$ cat src/rtl/ctrl_pkg.sv
// Shared types and constants for the multi-cycle control sequencer:
// FSM states, opcode map, immediate-extension selects and decoded path flags.
package ctrl_pkg;

  typedef enum logic [2:0] {
    FETCH  = 3'd0,
    DECODE = 3'd1,
    EXEC   = 3'd2,
    MEM    = 3'd3,
    WB     = 3'd4,
    TRAP   = 3'd5
  } state_e;

  localparam logic [3:0] OP_ALU  = 4'h0;
  localparam logic [3:0] OP_LD   = 4'h1;
  localparam logic [3:0] OP_ST   = 4'h2;
  localparam logic [3:0] OP_BEQ  = 4'h3;
  localparam logic [3:0] OP_ADDI = 4'h4;
  localparam logic [3:0] OP_MOVI = 4'h5;
  localparam logic [3:0] OP_BEQZ = 4'h6;
  localparam logic [3:0] OP_J    = 4'h7;
  localparam logic [3:0] OP_NOP  = 4'hF;

  localparam logic [3:0] EXT_SEL_STD  = 4'd0;
  localparam logic [3:0] EXT_SEL_BEQ  = 4'd1;
  localparam logic [3:0] EXT_SEL_ADDI = 4'd2;
  localparam logic [3:0] EXT_SEL_MOVI = 4'd3;
  localparam logic [3:0] EXT_SEL_BEQZ = 4'd4;
  localparam logic [3:0] EXT_SEL_JMP  = 4'd5;

  // Per-opcode routing through EXEC/MEM/WB.
  typedef struct packed {
    logic legal;
    logic is_mem;
    logic is_store;
    logic is_wb;
    logic is_branch;
    logic is_jump;
    logic uses_imm;
  } path_t;

endpackage

$ cat src/rtl/ctrl_sequencer_if.sv
// Bundle of fetch, data-memory and datapath-control signals driven by the sequencer.
interface ctrl_sequencer_if;
  import ctrl_pkg::*;

  // Handshake: a req rises when the sequencer wants an access and stays high and
  // stable (dmem_we included) until the cycle its ack is 1; the transfer completes in
  // that cycle, ack may arrive in the very first req cycle, and acks seen while req=0 are ignored.
  logic [31:0] imem_rdata;
  logic        imem_ack;
  logic        dmem_ack;
  logic        alu_zero;

  logic        imem_req;
  logic        dmem_req;
  logic        dmem_we;
  logic        ir_we;
  logic        pc_inc;
  logic        pc_we;
  logic        rf_we;
  logic [3:0]  ext_sel;
  logic        ext_sign_ena;
  logic [23:0] imm_field;
  logic        alu_src_imm;
  logic        fault;
  state_e      dbg_state;

  modport master (
    input  imem_rdata, imem_ack, dmem_ack, alu_zero,
    output imem_req, dmem_req, dmem_we, ir_we, pc_inc, pc_we, rf_we,
           ext_sel, ext_sign_ena, imm_field, alu_src_imm, fault, dbg_state
  );

  modport slave (
    output imem_rdata, imem_ack, dmem_ack, alu_zero,
    input  imem_req, dmem_req, dmem_we, ir_we, pc_inc, pc_we, rf_we,
           ext_sel, ext_sign_ena, imm_field, alu_src_imm, fault, dbg_state
  );

endinterface

$ cat src/rtl/ctrl_opdecode.sv
// Combinational opcode decoder: op/U bits to immediate-extension controls and
// the path the instruction takes after EXEC.
module ctrl_opdecode
  import ctrl_pkg::*;
(
  input  logic [3:0] op_i,
  input  logic       u_i,
  output logic [3:0] ext_sel_o,
  output logic       sign_ena_o,
  output path_t      path_o
);

  always_comb begin
    ext_sel_o    = EXT_SEL_STD;
    sign_ena_o   = 1'b1;
    path_o       = '0;
    path_o.legal = 1'b1;
    case (op_i)
      OP_ALU: begin
        path_o.is_wb = 1'b1;
      end
      OP_LD: begin
        path_o.is_mem   = 1'b1;
        path_o.is_wb    = 1'b1;
        path_o.uses_imm = 1'b1;
      end
      OP_ST: begin
        path_o.is_mem   = 1'b1;
        path_o.is_store = 1'b1;
        path_o.uses_imm = 1'b1;
      end
      OP_BEQ: begin
        ext_sel_o        = EXT_SEL_BEQ;
        path_o.is_branch = 1'b1;
      end
      OP_ADDI: begin
        ext_sel_o       = EXT_SEL_ADDI;
        sign_ena_o      = ~u_i;
        path_o.is_wb    = 1'b1;
        path_o.uses_imm = 1'b1;
      end
      OP_MOVI: begin
        ext_sel_o       = EXT_SEL_MOVI;
        sign_ena_o      = ~u_i;
        path_o.is_wb    = 1'b1;
        path_o.uses_imm = 1'b1;
      end
      OP_BEQZ: begin
        ext_sel_o        = EXT_SEL_BEQZ;
        path_o.is_branch = 1'b1;
      end
      OP_J: begin
        ext_sel_o      = EXT_SEL_JMP;
        path_o.is_jump = 1'b1;
      end
      OP_NOP: begin
        path_o.legal = 1'b1;
      end
      default: begin
        path_o.legal = 1'b0;
      end
    endcase
  end

endmodule

$ cat src/rtl/ctrl_sequencer.sv
// Multi-cycle fetch/decode/execute control FSM with instruction register,
// held immediate-extension controls and a memory-ack timeout trap.
module ctrl_sequencer
  import ctrl_pkg::*;
#(
  parameter int unsigned MEM_TIMEOUT = 64
)
(
  input  logic              clk,
  input  logic              rst,
  ctrl_sequencer_if.master  bus
);

  localparam int unsigned   CW       = (MEM_TIMEOUT > 1) ? $clog2(MEM_TIMEOUT) : 1;
  localparam logic [CW-1:0] TMO_LAST = CW'(MEM_TIMEOUT - 1);
  localparam bit            TMO_EN   = (MEM_TIMEOUT != 0);

  state_e        state_q, state_d;
  logic [31:0]   ir_q, ir_d;
  logic [3:0]    ext_sel_q, ext_sel_d;
  logic          ext_sign_q, ext_sign_d;
  logic          fault_q, fault_d;
  logic [CW-1:0] wait_q, wait_d;

  logic [3:0]    dec_ext_sel;
  logic          dec_sign_ena;
  path_t         path;

  logic imem_req_c, dmem_req_c, ir_we_c, pc_inc_c, pc_we_c, rf_we_c;
  logic tmo_hit, data_phase;
  logic unused_ir;

  ctrl_opdecode u_opdecode (
    .op_i       (ir_q[31:28]),
    .u_i        (ir_q[24]),
    .ext_sel_o  (dec_ext_sel),
    .sign_ena_o (dec_sign_ena),
    .path_o     (path)
  );

  // The count value that, with no ack this cycle, completes the timeout window.
  assign tmo_hit    = TMO_EN && (wait_q == TMO_LAST);
  assign data_phase = (state_q == EXEC) || (state_q == MEM) || (state_q == WB);
  assign unused_ir  = ^ir_q[27:25];

  always_comb begin
    state_d    = state_q;
    ir_d       = ir_q;
    ext_sel_d  = ext_sel_q;
    ext_sign_d = ext_sign_q;
    imem_req_c = 1'b0;
    dmem_req_c = 1'b0;
    ir_we_c    = 1'b0;
    pc_inc_c   = 1'b0;
    pc_we_c    = 1'b0;
    rf_we_c    = 1'b0;
    case (state_q)
      FETCH: begin
        imem_req_c = 1'b1;
        if (bus.imem_ack) begin
          ir_we_c  = 1'b1;
          pc_inc_c = 1'b1;
          ir_d     = bus.imem_rdata;
          state_d  = DECODE;
        end else if (tmo_hit) begin
          state_d = TRAP;
        end
      end
      DECODE: begin
        if (path.legal) begin
          ext_sel_d  = dec_ext_sel;
          ext_sign_d = dec_sign_ena;
          state_d    = EXEC;
        end else begin
          state_d = TRAP;
        end
      end
      EXEC: begin
        pc_we_c = path.is_jump | (path.is_branch & bus.alu_zero);
        if (path.is_mem)     state_d = MEM;
        else if (path.is_wb) state_d = WB;
        else                 state_d = FETCH;
      end
      MEM: begin
        dmem_req_c = 1'b1;
        if (bus.dmem_ack)  state_d = path.is_wb ? WB : FETCH;
        else if (tmo_hit)  state_d = TRAP;
      end
      WB: begin
        rf_we_c = 1'b1;
        state_d = FETCH;
      end
      TRAP: begin
        state_d = TRAP;
      end
      default: begin
        state_d = TRAP;
      end
    endcase
  end

  // Wait counter restarts on every state change and only runs while stalled on an ack.
  always_comb begin
    wait_d  = wait_q;
    fault_d = fault_q | (state_d == TRAP);
    if (state_d != state_q) begin
      wait_d = '0;
    end else if ((imem_req_c && !bus.imem_ack) || (dmem_req_c && !bus.dmem_ack)) begin
      wait_d = wait_q + CW'(1);
    end
  end

  always_ff @(posedge clk) begin
    if (rst) begin
      state_q    <= FETCH;
      ir_q       <= '0;
      ext_sel_q  <= EXT_SEL_STD;
      ext_sign_q <= 1'b1;
      fault_q    <= 1'b0;
      wait_q     <= '0;
    end else begin
      state_q    <= state_d;
      ir_q       <= ir_d;
      ext_sel_q  <= ext_sel_d;
      ext_sign_q <= ext_sign_d;
      fault_q    <= fault_d;
      wait_q     <= wait_d;
    end
  end

  // Reset masks requests and strobes immediately so an in-flight access is abandoned.
  assign bus.imem_req     = imem_req_c & ~rst;
  assign bus.dmem_req     = dmem_req_c & ~rst;
  assign bus.dmem_we      = dmem_req_c & path.is_store & ~rst;
  assign bus.ir_we        = ir_we_c & ~rst;
  assign bus.pc_inc       = pc_inc_c & ~rst;
  assign bus.pc_we        = pc_we_c & ~rst;
  assign bus.rf_we        = rf_we_c & ~rst;
  assign bus.alu_src_imm  = path.uses_imm & data_phase & ~rst;
  assign bus.ext_sel      = ext_sel_q;
  assign bus.ext_sign_ena = ext_sign_q;
  assign bus.imm_field    = ir_q[23:0];
  assign bus.fault        = fault_q;
  assign bus.dbg_state    = state_q;

endmodule

$ cat src/flat_wrapper.sv
// flat-port wrapper written by rule: the top's interface ports become plain ports
module ctrl_sequencer_flat import ctrl_pkg::*;
#(
  parameter int unsigned MEM_TIMEOUT = 64
)
  (clk, rst, bus_imem_rdata, bus_imem_ack, bus_dmem_ack, bus_alu_zero, bus_imem_req, bus_dmem_req, bus_dmem_we, bus_ir_we, bus_pc_inc, bus_pc_we, bus_rf_we, bus_ext_sel, bus_ext_sign_ena, bus_imm_field, bus_alu_src_imm, bus_fault, bus_dbg_state);
  ctrl_sequencer_if bus_i ();
  input  logic clk;
  input  logic rst;
  input wire logic [$bits(bus_i.imem_rdata)-1:0] bus_imem_rdata;
  input wire logic [$bits(bus_i.imem_ack)-1:0] bus_imem_ack;
  input wire logic [$bits(bus_i.dmem_ack)-1:0] bus_dmem_ack;
  input wire logic [$bits(bus_i.alu_zero)-1:0] bus_alu_zero;
  output wire logic [$bits(bus_i.imem_req)-1:0] bus_imem_req;
  output wire logic [$bits(bus_i.dmem_req)-1:0] bus_dmem_req;
  output wire logic [$bits(bus_i.dmem_we)-1:0] bus_dmem_we;
  output wire logic [$bits(bus_i.ir_we)-1:0] bus_ir_we;
  output wire logic [$bits(bus_i.pc_inc)-1:0] bus_pc_inc;
  output wire logic [$bits(bus_i.pc_we)-1:0] bus_pc_we;
  output wire logic [$bits(bus_i.rf_we)-1:0] bus_rf_we;
  output wire logic [$bits(bus_i.ext_sel)-1:0] bus_ext_sel;
  output wire logic [$bits(bus_i.ext_sign_ena)-1:0] bus_ext_sign_ena;
  output wire logic [$bits(bus_i.imm_field)-1:0] bus_imm_field;
  output wire logic [$bits(bus_i.alu_src_imm)-1:0] bus_alu_src_imm;
  output wire logic [$bits(bus_i.fault)-1:0] bus_fault;
  output wire logic [$bits(bus_i.dbg_state)-1:0] bus_dbg_state;
  assign bus_i.imem_rdata = bus_imem_rdata;
  assign bus_i.imem_ack = bus_imem_ack;
  assign bus_i.dmem_ack = bus_dmem_ack;
  assign bus_i.alu_zero = bus_alu_zero;
  assign bus_imem_req = bus_i.imem_req;
  assign bus_dmem_req = bus_i.dmem_req;
  assign bus_dmem_we = bus_i.dmem_we;
  assign bus_ir_we = bus_i.ir_we;
  assign bus_pc_inc = bus_i.pc_inc;
  assign bus_pc_we = bus_i.pc_we;
  assign bus_rf_we = bus_i.rf_we;
  assign bus_ext_sel = bus_i.ext_sel;
  assign bus_ext_sign_ena = bus_i.ext_sign_ena;
  assign bus_imm_field = bus_i.imm_field;
  assign bus_alu_src_imm = bus_i.alu_src_imm;
  assign bus_fault = bus_i.fault;
  assign bus_dbg_state = bus_i.dbg_state;
  ctrl_sequencer #(.MEM_TIMEOUT(MEM_TIMEOUT)) u_core (.clk(clk), .rst(rst), .bus(bus_i));
endmodule
$ cat config.mk
export PLATFORM = sky130hd
export DESIGN_NAME = ctrl_sequencer_flat
export DESIGN_NICKNAME = d
export VERILOG_FILES = /design/src/rtl/ctrl_pkg.sv /design/src/rtl/ctrl_sequencer_if.sv /design/src/rtl/ctrl_opdecode.sv /design/src/rtl/ctrl_sequencer.sv /design/src/flat_wrapper.sv
export SDC_FILE = /design/constraint.sdc
export NUM_CORES = 1
export LEC_CHECK = 0
export BUFFER_PORTS_ARGS = -buffer_cell sky130_fd_sc_hd__buf_2
export CORE_MARGIN = 8
export CORE_UTILIZATION = 54
export CTS_BUF_LIST = sky130_fd_sc_hd__clkbuf_16
export DETAILED_ROUTE_END_ITERATION = 6
export PLACE_DENSITY = 0.85
export SLEW_MARGIN = 5
export SYNTH_ARGS = -nofsm -noshare
export SYNTH_HDL_FRONTEND = slang
export SYNTH_SLANG_ARGS = --single-unit
$ cat constraint.sdc
create_clock -name clk -period 5.2 [get_ports clk]
set_clock_uncertainty 0.05 [all_clocks]
set_input_delay 0.52 -clock clk [delete_from_list [all_inputs] [get_ports clk]]
set_output_delay 0.52 -clock clk [all_outputs]
set_load 0.02 [all_outputs]
==> results.sh, run 1 <==
export IMPL_cts_root_buffer="clkbuf_16"
export IMPL_synth_distinct_cells=47
export IMPL_drv_slew=0
export IMPL_ys_seq_area_share_pct=38.5
export IMPL_cts_tree="yes"
export IMPL_grt_ovfl_total=0
export IMPL_post_cts_buffers=0
export IMPL_die_w_um=80.3
export IMPL_period_share_pct=48.3
export IMPL_worst_path_buf_inv=2
export IMPL_grt_pass1_wl_mm=8.43
export IMPL_vias=1947
export IMPL_num_rows=23
export IMPL_io_pins=78
export IMPL_coreArea_sq_um=4000
export IMPL_cp_common_cell="nor2_1"
export IMPL_port_buffers=73
export IMPL_numCtsBuffers=5
export IMPL_dpl_instance_area_sq_um=2370
export IMPL_antenna_found_initial=0
export IMPL_holdBufCountCts=0
export IMPL_min_from="u_core.ir_q[3]"
export IMPL_synth_top_area_share_pct=38.5
export IMPL_rsz0062_at_grt="no"
export IMPL_drive_above_1_share_pct=30.3
export IMPL_drt_iter0_markers=161
export IMPL_drc_errors=0
export IMPL_synth_edf_count=0
export IMPL_grt_max_degree=45
export IMPL_powerDensity_nw_per_um2=407
export IMPL_max_cap_violations=0
export IMPL_synth_seq_cells=43
export IMPL_ir_drop_mv=0.232
export IMPL_yosys_top_cells_area="dfxtp_1 (39%), nand2_1 (11%), buf_4 (9.1%)"
export IMPL_tns_ns=0
export IMPL_instances_no_fill=364
export IMPL_diodes=0
export IMPL_max_clock_path_buffers=2
export IMPL_period_needed_ns=2.51
export IMPL_viasPerCell=5.35
export IMPL_crit_slowest_cell="dfxtp_1"
export IMPL_die_y_um=80.3
export IMPL_drt_pass1_iterations=4
export IMPL_clkSinkCount=43
export IMPL_async_flop_share_pct=0
export IMPL_r2r_start="u_core.bus.dbg_state[0]"
export IMPL_dp_cells=356
export IMPL_crit_type="flop to output pin"
export IMPL_crit_start="u_core.bus.dbg_state[1]"
export IMPL_grt_usage_pct=16.0
export IMPL_cp_max_fo=30
export IMPL_hold_class="flop to flop"
export IMPL_crit_required_ns=4.63
export IMPL_slew_headroom_pct=49.1
export IMPL_fmax_mhz=398
export IMPL_critPathTopFamily="flip-flops"
export IMPL_ctsResizeCount=0
export IMPL_syn_instance_count=277
export IMPL_place_congestion=0.861
export IMPL_synth_warnings=0
export IMPL_status="finished, final reports clean"
export IMPL_routedWlPerCell_um=13.8
export IMPL_syn_to_final_growth_pct=13.8
export IMPL_slowest_delay_ns=0.73
export IMPL_synth_main_ff_cell="dfxtp_1"
export IMPL_worstPathCellList="nor2_1, nand3b_1, buf_4, nor2_1, buf_2"
export IMPL_cp_end_kind="output pin"
export IMPL_finalSetupViolations=0
export IMPL_die_area_sq_um=6450
export IMPL_synth_area_per_cell_sq_um=8.06
export IMPL_initial_core_util_pct=55.8
export IMPL_syn_area_sq_um=2230
export IMPL_fin_nets=351
export IMPL_hpwl_mm=3.49
export IMPL_tightest_slew_ns=0.764
export IMPL_worstSkewPairLatency_ns=0.28
export IMPL_grt_pass1_vias=1856
export IMPL_finish_instance_area_sq_um=2540
export IMPL_ys_top_cells_by_count="nand2_1 (63), dfxtp_1 (43), a21oi_1 (36), buf_4 (27), clkbuf_1 (12)"
export IMPL_ant_nets=0
export IMPL_post_synth_top_count_cell="nand2_1"
export IMPL_wl_mm=5.04
export IMPL_cp_arrival_ns=1.94
export IMPL_htreeDepth=2
export IMPL_syn_nets=315
export IMPL_final_hold_viol_count=0
export IMPL_clkTransAtPathRegs_ns=0.06
export IMPL_p_leak_nw=1.09
export IMPL_critPathLaunchType="flop"
export IMPL_post_synth_top_area_cell="dfxtp_1"
state kept, by name, summed over array words and instances (netlist names):
| signal | count |
|---|---|
| u_core.bus.ext_sign_ena | 1 |
| u_core.ir_q | 29 |
| u_core.wait_q | 6 |
| u_core.bus.ext_sel | 3 |
| u_core.bus.fault | 1 |
| u_core.bus.dbg_state | 3 |
cell type report:
class | instances | area [sq um]
clock inverter | 3 | 43.8
timing repair buffer | 75 | 380
inverter | 4 | 15.0
fill | 349 | 1460
tap | 50 | 62.6
sequential | 43 | 861
clock buffer | 5 | 125
multi-input combinational | 184 | 1050
power breakdown:
part           switching (W)  leakage (nW)  total, W  internal [W]
combinational       0.000167         0.657  0.000270      0.000103
clock               0.000127        0.0838  0.000353      0.000226
sequential         0.0000450         0.351  0.000409      0.000364
stage by stage:
stage / utilization (%) / total power [W] / hold slack, ns / setup slack (ns)
floorplan: - / 0.000646 / 0.387 / 2.85
global placement: 59.3 / 0.000681 / 0.389 / 2.94
detailed placement: 59.3 / 0.000687 / 0.394 / 2.92
CTS: 63.5 / 0.00105 / 0.402 / 2.67
global route: 63.5 / 0.00109 / 0.417 / 2.49
finish: 63.5 / 0.00103 / 0.400 / 2.69
routing by layer:
metal  track usage [%]  up-vias  routed length [um]
li1                  -      997                   -
met2              26.2       70                2330
met5                 0        -                   0
met3              5.58        5                 456
met1              19.4      875                2220
met4              4.36        0                  40
final timing paths:
kind                                         end  slack (ns)  depth (start not counted)
worst max-delay path                   bus_ir_we        2.69                          5
worst min-delay path              u_core.ir_q[3]        0.40                          2
worst max register to register  u_core.wait_q[3]        3.09                          4
worst min register to register    u_core.ir_q[3]        0.40                          2
worst register-to-register path, delay by kind of cell, from the launching register on:
family,cells,cell delay (ns)
DFF,1,0.66
buffers and inverters,1,0.25
and+or+nand+nor,1,0.27
AOI/OAI and AO/OA,2,0.77
cell families (layout without fill, tap and decap cells):
logic type | count (synthesis) | in the layout | synth area share, %
buffers and inverters | 50 | 87 | 14.6
xor gates and xnor gates | 7 | 7 | 2.75
muxes | 4 | 4 | 1.79
adders and majority gates | 2 | 2 | 1.01
other | 1 | 1 | 0.168
AOI/OAI and AO/OA | 59 | 59 | 17.0
and+or+nand+nor | 111 | 111 | 24.2
DFF | 43 | 43 | 38.5
layout by cell type (no fill, tap or decap), types with 2 or more instances in the layout:
master	count
buf_2	73
nand2_1	63
dfxtp_1	43
a21oi_1	36
nor4_1	9
nor2_1	9
a211oi_1	6
xnor2_1	6
nand2b_1	5
clkbuf_16	5
inv_1	4
nand3_1	4
mux2i_1	4
and2b_2	3
and3_1	3
nor3_1	3
nand3b_1	2
o22ai_1	2
nor3b_1	2
o21a_1	2
buf_4	2
No activity file was read; power rests on OpenSTA's default activity.
==> run 2: changes to the inputs <==
--- a/config.mk
+++ b/config.mk
@@ -7,10 +7,10 @@
 export LEC_CHECK = 0
 export BUFFER_PORTS_ARGS = -buffer_cell sky130_fd_sc_hd__buf_2
 export CORE_MARGIN = 8
-export CORE_UTILIZATION = 54
+export CORE_UTILIZATION = 45
 export CTS_BUF_LIST = sky130_fd_sc_hd__clkbuf_16
 export DETAILED_ROUTE_END_ITERATION = 6
-export PLACE_DENSITY = 0.85
+export PLACE_DENSITY = 0.76
 export SLEW_MARGIN = 5
 export SYNTH_ARGS = -nofsm -noshare
 export SYNTH_HDL_FRONTEND = slang
==> constraint.sdc (replaced) <==
create_clock -name clk -period 2.2 [get_ports clk]
set_clock_uncertainty 0.05 [all_clocks]
set_input_delay 0.22 -clock clk [delete_from_list [all_inputs] [get_ports clk]]
set_output_delay 0.22 -clock clk [all_outputs]
set_load 0.02 [all_outputs]
==> run 2 against run 1 <==
- non-clock buffer count grew 11
- sequential share of layout area down 0.99 points
- worst setup slack got worse by 2.5 ns
- via count rose by 1.8%
- total power rose by 130%
- sequential power increased by 130%
- design area is 3.0% higher
- largest cell class unchanged
==> results.sh, run 2 (same netlist as run 1, synthesis figures left out) <==
export IMPL_clkSinkCount=43
export IMPL_p_leak_nw=1.13
export IMPL_worstPathCellList="and2b_2, a21oi_1, nor4_1, buf_2"
export IMPL_holdBufCountCts=0
export IMPL_grt_ovfl_total=0
export IMPL_ff2ff_setup_slack_ns=0.31
export IMPL_die_w_um=86.5
export IMPL_largest_reg_flops=29
export IMPL_routedWlPerCell_um=13.5
export IMPL_r2r_cells=4
export IMPL_final_hold_viol_count=0
export IMPL_cp_max_fo=18
export IMPL_crit_type="flop to output pin"
export IMPL_hold_class="primary input to flop"
export IMPL_drt_pass1_iterations=4
export IMPL_grt_max_degree=26
export IMPL_crit_required_ns=1.93
export IMPL_critPathTopFamily="flip-flops"
export IMPL_period_needed_ns=1.99
export IMPL_fin_nets=362
export IMPL_rsz0062_at_grt="no"
export IMPL_slowest_delay_ns=0.64
export IMPL_finalSetupViolations=0
export IMPL_grt_usage_pct=14.1
export IMPL_worstSkewPairLatency_ns=0.28
export IMPL_cp_arrival_ns=1.72
export IMPL_powerDensity_nw_per_um2=908
export IMPL_layout_commonest_cell="buf_2"
export IMPL_n_fill_cell=491
export IMPL_crit_slowest_cell="dfxtp_1"
export IMPL_max_clock_path_buffers=2
export IMPL_reg_top3="u_core.ir_q (29), u_core.wait_q (6)"
export IMPL_multi_input_area_sq_um=1050
export IMPL_post_cts_buffers=0
export IMPL_final_util_pct=55.1
export IMPL_cts_tree="yes"
export IMPL_ctsResizeCount=0
export IMPL_wl_mm=5.31
export IMPL_cp_end_kind="output pin"
export IMPL_tns_ns=0
export IMPL_status="finished, final reports clean"
export IMPL_viasPerCell=5.06
export IMPL_slew_headroom_pct=65.4
export IMPL_num_rows=25
export IMPL_crit_start="u_core.bus.dbg_state[1]"
export IMPL_coreArea_sq_um=4750
export IMPL_die_y_um=86.5
export IMPL_ant_nets=0
export IMPL_place_congestion=0.850
export IMPL_regMostFlops="u_core.ir_q"
export IMPL_hpwl_mm=3.96
export IMPL_tightest_slew_ns=0.518
export IMPL_initial_core_util_pct=47.0
export IMPL_clkTransAtPathRegs_ns=0.06
export IMPL_drt_iter0_markers=120
export IMPL_drc_errors=0
export IMPL_io_pins=78
export IMPL_min_from="bus_imem_rdata[28]"
export IMPL_hold_depth=3
export IMPL_cts_root_buffer="clkbuf_16"
export IMPL_ir_drop_mv=0.529
export IMPL_whs_endpoint="u_core.ir_q[28]"
export IMPL_drive_above_1_share_pct=32.3
export IMPL_worst_path_buf_inv=1
export IMPL_grt_pass1_wl_mm=8.78
export IMPL_critPathLaunchType="flop"
export IMPL_max_cap_violations=0
export IMPL_mostFrequentLayoutCells="buf_2 (73), nand2_1 (63), dfxtp_1 (43), a21oi_1 (36), buf_4 (13)"
export IMPL_die_area_sq_um=7470
export IMPL_final_seq_area_sq_um=861
export IMPL_r2r_end="u_core.wait_q[2]"
export IMPL_numCtsBuffers=5
export IMPL_r2r_start="u_core.bus.dbg_state[1]"
export IMPL_htreeDepth=2
export IMPL_period_share_pct=90.6
export IMPL_port_buffers=73
export IMPL_fmax_mhz=501
export IMPL_vias=1982
export IMPL_grt_pass1_vias=1954
export IMPL_drv_slew=0
export IMPL_antenna_found_initial=0
export IMPL_diodes=0
export IMPL_syn_to_final_growth_pct=17.2
==> run 2: cell count changes in the layout (fill, tap and decap cells not counted), sizes merged <==
cell and delta:
buf +11, bufinv -1, clkinv -1, clkinvlp +1, inv +1
==> run 2: worst max-delay path by stage <==
stage	to	slack, ns	cells past startpoint
after CTS	bus_ir_we	0.15	5
final	bus_alu_src_imm	0.21	4
after global placement	u_core.wait_q[0]	0.38	4
after detailed placement	u_core.wait_q[1]	0.35	4
after global routing	bus_ir_we	0.08	5
after floorplan	bus_pc_inc	0.15	7
==> run 2: stage by stage <==
stage | worst slack, ns | total power, W | instances | area [sq um] | hold slack [ns]
floorplan | 0.151 | 0.00153 | 277 | 2230 | 0.306
global placement | 0.382 | 0.00165 | 381 | 2450 | 0.389
detailed placement | 0.351 | 0.00167 | 381 | 2450 | 0.394
CTS | 0.149 | 0.00239 | 389 | 2590 | 0.115
global route | 0.0773 | 0.00251 | 392 | 2620 | 0.116
finish | 0.206 | 0.00238 | 392 | 2620 | 0.120
==> run 2: cell type report <==
cell class              instances  area share, %
multi-input cells             184           40.2
flip-flops and latches         43           32.9
repair buffers                 86           17.7
inverters                       4          0.574
clock inverters                 3          0.621
clock buffers                   5           4.78
well taps                      67           3.20
==> run 2: worst register-to-register path: cells and delay by family, from the launching register on <==
family	cells	cell delay (ns)
AOI/OAI and AO/OA	2	0.68
DFF	1	0.64
and+or+nand+nor	2	0.43
==> run 2: per-layer routing <==
| metal | vias to the layer above | GRT usage [%] | share of wire [%] |
|---|---|---|---|
| met5 | - | 0 | 0 |
| met2 | 65 | 23.1 | 47 |
| met1 | 891 | 15.9 | 43 |
| met3 | 8 | 6.71 | 9.9 |
| li1 | 1018 | - | - |
| met4 | 0 | 4.07 | 0.94 |
==> run 2: report_power, final <==
part	internal (W)	switching, W
Sequential	0.000861	0.0000797
Combinational	0.000291	0.000434
Clock	0.000414	0.000296
Total	0.00157	0.000810
==> run 3: changes to the inputs <==
--- a/config.mk
+++ b/config.mk
@@ -8,7 +8,6 @@
 export BUFFER_PORTS_ARGS = -buffer_cell sky130_fd_sc_hd__buf_2
 export CORE_MARGIN = 8
 export CORE_UTILIZATION = 45
-export CTS_BUF_LIST = sky130_fd_sc_hd__clkbuf_16
 export DETAILED_ROUTE_END_ITERATION = 6
 export PLACE_DENSITY = 0.76
 export SLEW_MARGIN = 5
==> run 3 against run 2 <==
- sequential power hardly changed
- worst hold slack worse by 0.018 ns
- sequential share of layout area is 0.72 points higher
- critical path type unchanged
- largest power group unchanged
- highest routed layer unchanged
==> results.sh, run 3 (same netlist as run 1, synthesis figures left out) <==
export IMPL_io_pins=78
export IMPL_viasPerCell=5.08
export IMPL_initial_core_util_pct=47.0
export IMPL_die_area_sq_um=7470
export IMPL_syn_to_final_growth_pct=14.7
export IMPL_hpwl_mm=3.96
export IMPL_vias=1992
export IMPL_period_share_pct=91.7
export IMPL_cp_max_fo=18
export IMPL_powerDensity_nw_per_um2=841
export IMPL_slowest_delay_ns=0.65
export IMPL_period_needed_ns=2.02
export IMPL_reg_top3="u_core.ir_q (29), u_core.wait_q (6)"
export IMPL_port_buffers=73
export IMPL_routedWlPerCell_um=13.5
export IMPL_critPathLaunchType="flop"
export IMPL_clkTransAtPathRegs_ns=0.08
export IMPL_crit_required_ns=1.93
export IMPL_drv_slew=0
export IMPL_regMostFlops="u_core.ir_q"
export IMPL_clkSinkCount=43
export IMPL_ant_nets=0
export IMPL_largest_reg_flops=29
export IMPL_coreArea_sq_um=4750
export IMPL_status="finished, final reports clean"
export IMPL_crit_type="flop to output pin"
export IMPL_final_seq_area_sq_um=861
export IMPL_layout_commonest_cell="buf_2"
export IMPL_ctsResizeCount=0
export IMPL_final_hold_viol_count=0
export IMPL_cts_root_buffer="clkbuf_8"
export IMPL_instances_no_fill=392
export IMPL_place_congestion=0.850
export IMPL_grt_max_degree=26
export IMPL_drive_above_1_share_pct=32.3
export IMPL_rsz0062_at_grt="no"
export IMPL_finalSetupViolations=0
export IMPL_n_fill_cell=496
export IMPL_drt_iter0_markers=96
export IMPL_worstSkewPairLatency_ns=0.29
export IMPL_tns_ns=0
export IMPL_grt_pass1_wl_mm=8.76
export IMPL_slew_headroom_pct=65.6
export IMPL_antenna_found_initial=0
export IMPL_worstPathCellList="and2b_2, a21oi_1, nor4_1, buf_2"
export IMPL_wl_mm=5.27
export IMPL_htreeDepth=2
export IMPL_cp_arrival_ns=1.75
export IMPL_max_cap_violations=0
export IMPL_tightest_slew_ns=0.515
export IMPL_grt_pass1_vias=1934
export IMPL_diodes=0
export IMPL_post_cts_buffers=0
export IMPL_num_rows=25
export IMPL_drc_errors=0
export IMPL_crit_slowest_cell="dfxtp_1"
export IMPL_fin_nets=362
export IMPL_drt_pass1_iterations=4
export IMPL_dp_cells=381
export IMPL_multi_input_area_sq_um=1050
export IMPL_die_y_um=86.5
export IMPL_max_clock_path_buffers=2
export IMPL_grt_ovfl_total=0
export IMPL_hold_class="primary input to flop"
export IMPL_numCtsBuffers=5
export IMPL_mostFrequentLayoutCells="buf_2 (73), nand2_1 (63), dfxtp_1 (43), a21oi_1 (36), buf_4 (13)"
export IMPL_ir_drop_mv=0.468
export IMPL_holdBufCountCts=0
export IMPL_fmax_mhz=496
export IMPL_fin_hold_ws_ns=0.102
export IMPL_cts_tree="yes"
export IMPL_die_w_um=86.5
export IMPL_grt_usage_pct=14.2
export IMPL_p_leak_nw=1.10
export IMPL_cp_end_kind="output pin"
==> run 3: cell count changes in the layout (fill, tap and decap cells not counted), sizes merged <==
| cell | delta |
|---|---|
| inv | -1 |
| clkbuf | +1 |
==> run 3: critical path, delay by kind of cell (launching register included) <==
family          cells  cell delay [ns]
simple gates        2             0.53
buf+inv             1             0.22
compound gates      1             0.06
flops               1             0.65
==> run 3: final timing paths <==
kind                                              start               end  slack (ns)  cells past startpoint
worst min-delay path                  bus_imem_rdata[2]    u_core.ir_q[2]        0.10                      3
worst min register to register           u_core.ir_q[7]    u_core.ir_q[7]        0.40                      2
worst max register to register  u_core.bus.dbg_state[1]  u_core.wait_q[2]        0.32                      4
worst max-delay path            u_core.bus.dbg_state[1]   bus_alu_src_imm        0.18                      4
==> run 3: routing by layer <==
layer / routed length (um) / track usage, %
met2: 2440 / 22.8
met5: 0 / 0
met4: 54 / 5.16
met3: 549 / 6.62
met1: 2230 / 15.9
==> run 3: cell type report <==
type / count / area share [%]
multi-input combinational: 184 / 41.1
sequential: 43 / 33.6
timing repair buffer: 86 / 18.1
tap: 67 / 3.27
clock buffer: 6 / 2.83
inverter: 4 / 0.586
clock inverter: 2 / 0.489
==> run 3: report_power, final <==
group          internal, W  switching [W]  total [W]  leakage [nW]
logic             0.000291       0.000433   0.000724         0.711
registers         0.000860      0.0000791   0.000939         0.351
clock network     0.000222       0.000269   0.000491        0.0412
==> run 3: through the flow <==
stage	area (sq um)	utilization [%]	total power (W)	setup WS [ns]
final	2560	53.9	0.00215	0.183
after global routing	2560	53.9	0.00230	0.0437
after CTS	2540	53.4	0.00217	0.117
after detailed placement	2450	51.6	0.00167	0.351
after global placement	2450	51.6	0.00165	0.382
after floorplan	2230	-	0.00153	0.151
